File: config.mk
export PLATFORM = sky130hd
export DESIGN_NAME = stopwatch_ctrl
export DESIGN_NICKNAME = d
export VERILOG_FILES = /design/src/rtl/stopwatch_ctrl.sv
export SDC_FILE = /design/constraint.sdc
export NUM_CORES = 1
export LEC_CHECK = 0
export CORE_AREA = 2 2 96 98
export DETAILED_ROUTE_END_ITERATION = 7
export DIE_AREA = 0 0 98 100
export GPL_TIMING_DRIVEN = 0
export PLACE_DENSITY = 0.77
export SLEW_MARGIN = 20
export SYNTH_ARGS = -nofsm -noshare
export SYNTH_HDL_FRONTEND = slang
export SYNTH_SLANG_ARGS = --single-unit
File: constraint.sdc
create_clock -name clk -period 4.4 [get_ports clk]
set_input_delay 0.44 -clock clk [delete_from_list [all_inputs] [get_ports clk]]
set_output_delay 0.44 -clock clk [all_outputs]
set_load 0.02 [all_outputs]
File: src/rtl/stopwatch_ctrl.sv
// Stopwatch controller: button sync/debounce, BCD mm:ss.mmm counter,
// lap freeze, saturation. Ports: clk, rst, tick_1k, tick_db, btn_*,
// time_bcd, state, ovf.
module stopwatch_ctrl #(
  parameter int DB_SAMPLES = 3
) (
  input  logic        clk,
  input  logic        rst,
  input  logic        tick_1k,
  input  logic        tick_db,
  input  logic        btn_start,
  input  logic        btn_lap,
  input  logic        btn_clr,
  output logic [27:0] time_bcd,
  output logic [1:0]  state,
  output logic        ovf
);

  typedef enum logic [1:0] {
    S_IDLE  = 2'd0,
    S_RUN   = 2'd1,
    S_LAP   = 2'd2,
    S_PAUSE = 2'd3
  } state_t;

  localparam logic [27:0] LIVE_MAX = 28'h5959999;

  state_t      st_q;
  logic [27:0] live_q;
  logic [27:0] frozen_q;
  logic [2:0]  raw;
  logic [2:0]  s1_q;
  logic [2:0]  s2_q;
  logic [2:0]  lvl_q;
  logic [2:0]  press_q;
  logic [DB_SAMPLES-1:0] hist_q [3];
  logic [DB_SAMPLES-1:0] hist_n [3];
  logic tick_en;
  logic sat;
  logic p_start;
  logic p_lap;
  logic p_clr;

  assign raw     = {btn_clr, btn_lap, btn_start};
  assign p_start = press_q[0];
  assign p_lap   = press_q[1];
  assign p_clr   = press_q[2];
  assign tick_en = tick_1k & ((st_q == S_RUN) | (st_q == S_LAP));
  assign sat     = tick_en & (live_q == LIVE_MAX);
  assign state   = st_q;

  // Sample history including the sample taken this strobe.
  always_comb begin
    for (int i = 0; i < 3; i++) begin
      hist_n[i] = {hist_q[i][DB_SAMPLES-2:0], s2_q[i]};
    end
  end

  always_ff @(posedge clk or posedge rst) begin
    if (rst) begin
      s1_q    <= '0;
      s2_q    <= '0;
      lvl_q   <= '0;
      press_q <= '0;
      for (int i = 0; i < 3; i++) begin
        hist_q[i] <= '0;
      end
    end else begin
      s1_q    <= raw;
      s2_q    <= s1_q;
      press_q <= '0;
      if (tick_db) begin
        for (int i = 0; i < 3; i++) begin
          hist_q[i] <= hist_n[i];
          if ((&hist_n[i]) && !lvl_q[i]) begin
            lvl_q[i]   <= 1'b1;
            press_q[i] <= 1'b1;
          end else if (!(|hist_n[i]) && lvl_q[i]) begin
            lvl_q[i] <= 1'b0;
          end
        end
      end
    end
  end

  // BCD +1 ms; min_t never wraps because MAX saturates first.
  function automatic logic [27:0] bcd_inc(input logic [27:0] v);
    logic [27:0] r;
    logic [3:0]  lim;
    logic        c;
    r = v;
    c = 1'b1;
    for (int d = 0; d < 7; d++) begin
      lim = ((d == 4) || (d == 6)) ? 4'd5 : 4'd9;
      if (c) begin
        if (r[d*4 +: 4] == lim) begin
          r[d*4 +: 4] = 4'd0;
        end else begin
          r[d*4 +: 4] = r[d*4 +: 4] + 4'd1;
          c = 1'b0;
        end
      end
    end
    return r;
  endfunction

  always_ff @(posedge clk or posedge rst) begin
    if (rst) begin
      st_q     <= S_IDLE;
      live_q   <= '0;
      frozen_q <= '0;
      time_bcd <= '0;
      ovf      <= 1'b0;
    end else begin
      time_bcd <= (st_q == S_LAP) ? frozen_q : live_q;
      if (tick_en) begin
        if (sat) ovf <= 1'b1;
        else     live_q <= bcd_inc(live_q);
      end
      // Priority clr > start > lap among presses valid here.
      unique case (st_q)
        S_IDLE: begin
          if (p_start) st_q <= S_RUN;
        end
        S_RUN: begin
          if (p_start) begin
            st_q <= S_PAUSE;
          end else if (p_lap) begin
            st_q     <= S_LAP;
            frozen_q <= live_q;
          end
        end
        S_LAP: begin
          if (p_start)    st_q <= S_PAUSE;
          else if (p_lap) st_q <= S_RUN;
        end
        S_PAUSE: begin
          if (p_clr) begin
            st_q     <= S_IDLE;
            live_q   <= '0;
            frozen_q <= '0;
            ovf      <= 1'b0;
          end else if (p_start) begin
            st_q <= S_RUN;
          end
        end
        default: st_q <= S_IDLE;
      endcase
      // Saturation overrides any press this cycle.
      if (sat) st_q <= S_PAUSE;
    end
  end

endmodule

==> metrics.txt <==
WL/cell 15.5 um; FMAX 428 MHz; Post-DP HPWL 6730 um; initial antenna violation count 0; Clk pwr share 28.8%; met2 Resource Use GR 36.1%; # clock sinks 105; CTS root buf clkbuf_8; Final setup viols 0; TritonCTS clock tree done; Rows 35; Hold Path Origin s1_q[2]$_DFF_PP0_; die width 98 um; Synth Area in Adders 3.17%; crit path launch state[0]$_DFFE_PP0P_; most used routing layer met2; largest net degree at the start of global routing 83; Clock Latency Late Sink 0.36 ns; via count 3455; Starting Density 53.3%; Synth Area in Simple Gates 18.7%; Layout fillers 726; Cells after Synth 447; Synth area leader dfrtp_1; Seq pwr share 50.1%; ant diodes 0; Nets 515; Combinational Power Share 21.1%; Lkg Pwr 2.42 nW; Via density 5.65; Synth async-reset ratio 100%; Port Buffers 37; Arrival @ worst endpoint 2.57 ns; clock slew at reported path FFs 0.10 ns; routability cong. 0.867; outcome finished, final reports clean; critical path launch point type flop; Min Hold Slack 0.361 ns; postcts setup bufs 0; Synth Area in Compound Gates 11.0%; setup TNS 0 ns; Pre-antenna DRT Iters 5; largest cells by area after synthesis dfrtp_1, mux2_2, nand2_1; I/O pin cnt 38; critical path class reg -> reg; Mapped Area 4740 sq um; yosys warns 0; register area 2630 sq um; Least-Margin Pin Slew 0.649 ns; Worst Skew 0.00643 ns; CP required 4.64 ns; gr usage total 20.6%; Post-CTS Hold Buffers 0; ratio of cells with drive above 1 in the final layout 11.6%; vias in the first global route 3457; FF+latch count, synth 105; Pwr per Cell Area 410 nW/um^2; Synth Net Count 466; CTS Buf Count 9; count leader, synth dfrtp_1; fin crit period 2.34 ns; net switching power 0.681 mW; relative slew slack 56.7%; RR Startpoint state[0]$_DFFE_PP0P_; sw frac 30.2%; footprint of the multi-input gates 1950 sq um; Crit Path Max Fanout 10; M1 GR Usage 26.6%; mean post-synth cell area 10.6 sq um; EDFF count, synth 0; mux share of post-synthesis cell area 7.07%; area grow syn2layout 16.1%; count of different cell masters after synthesis 50; initial drt markers 252; Final Max Tran Viols 0; maximum vdd drop 0.261 mV; first-pass GRT wire length 16300 um; worst hold path type reg -> reg; area share of the largest cell type after synthesis 55.4%; register area share after synthesis 55.4%; internal power 1.58 mW; GRT met3 Usage 3.06%; Post-DRT Antenna Nets 0; # placed instances 596; crit end category flop; Final Cycle Share 53.1%; Core ar. 8890 sq um; largest family of logic cells by synthesized area simple AND/OR/NAND/NOR gates; RSZ-0062 raised after global routing false; total grt overflow 0; Remaining DRCs 0; final hold violations 0; Die H 100 um; die area 9800 sq um; H-Tree Depth 3; commonest cells in the netlist dfrtp_1, nand2_1, o21ai_0; Max Cap Viol 0; post_cts resized 0; clock tree buffer depth 2; Synth Flop Type dfrtp_1; Final Non-Filler Cells 612; total power 2.26 mW; final WL 9490 um; XOR/XNOR share of the synthesized area 1.11%
-- worst max-delay path, cell delays in order, from the launching register on --
cell and delay, ns:
dfrtp_1 0.44, inv_1 0.09, ha_1 0.38, and3_1 0.17, buf_2 0.20, and3_4 0.24, buf_2 0.23, nand4_1 0.20
o22ai_1 0.21, nor2_1 0.05
-- layout make-up --
type	instances	share of cell area (%)
buffer	23	1.80
clock buffer	10	2.32
clock inverter	6	1.68
inverter	18	1.32
multi-input combinational	301	35.4
sequential	105	47.8
tap	111	2.52
timing repair buffer	38	7.23
-- flip-flops by register name (all words and copies together), names as in the netlist --
signal and flops:
press_q 3, time_bcd 28, live_q 28, state 2, frozen_q 28, hist_n 6, s2_q 3, lvl_q 3
s1_q 3, ovf 1
-- cell usage in the layout (no fill, tap or decap), types with 2 or more instances in the layout --
cell type	count
dfrtp_1	105
nand2_1	53
o21ai_0	39
clkdlybuf4s50_1	37
mux2_2	28
nand2b_1	25
a21oi_1	24
nor2_1	23
inv_1	17
clkbuf_1	16
nand3_1	14
ha_1	12
clkbuf_8	9
o31ai_1	7
nor3_1	7
nand4_1	7
nand3b_1	5
nor4_1	5
and3b_1	4
buf_2	4
and3_1	4
nor3b_1	4
buf_1	3
a31oi_1	3
nor2b_1	3
xor2_1	3
xnor2_1	3
a41oi_1	2
a311oi_1	2
a211oi_1	2
mux2i_1	2
clkinvlp_4	2
clkinv_4	2
bufinv_16	2
-- final timing paths --
path | end | slack [ns] | cells after the start
max | live_q[23]$_DFF_PP0_ | 2.06 | 9
min | s2_q[2]$_DFF_PP0_ | 0.36 | 0
max reg2reg | live_q[23]$_DFF_PP0_ | 2.06 | 9
min reg2reg | s2_q[2]$_DFF_PP0_ | 0.36 | 0
max in group asynchronous | live_q[1]$_DFF_PP0_ | 3.35 | 3
min in group asynchronous | time_bcd[15]$_DFF_PP0_ | 0.38 | 2
-- power groups by stage --
stage                     logic [mW]  registers [mW]  clock network, mW
final                          0.477            1.13              0.650
after global routing           0.528            1.15              0.696
after CTS                      0.481            1.13              0.661
after detailed placement       0.477            1.15                  0
after global placement         0.457            1.14                  0
after floorplan                0.274            1.18                  0
-- per-layer routing --
layer,up-vias,part of all wire (%)
li1,1643,-
met1,1711,45
met3,13,3.6
met5,-,0
met2,88,50
met4,0,1.4
-- per-stage QoR --
step                utilization, %  setup WS, ns  cell area, sq um
floorplan                        -          1.20              4740
global placement              59.0        -0.253              5250
detailed placement            59.4          2.03              5280
CTS                           61.9          2.10              5500
global route                  61.9          1.86              5500
finish                        61.9          2.06              5500
-- cell families after synthesis --
| logic type | Yosys count |
|---|---|
| AOI/OAI and AO/OA | 89 |
| xor gates and xnor gates | 6 |
| adders and majority gates | 12 |
| buffers and inverters | 41 |
| DFF | 105 |
| muxes | 30 |
| and+or+nand+nor | 164 |
Power figures use the tool's default switching activity.
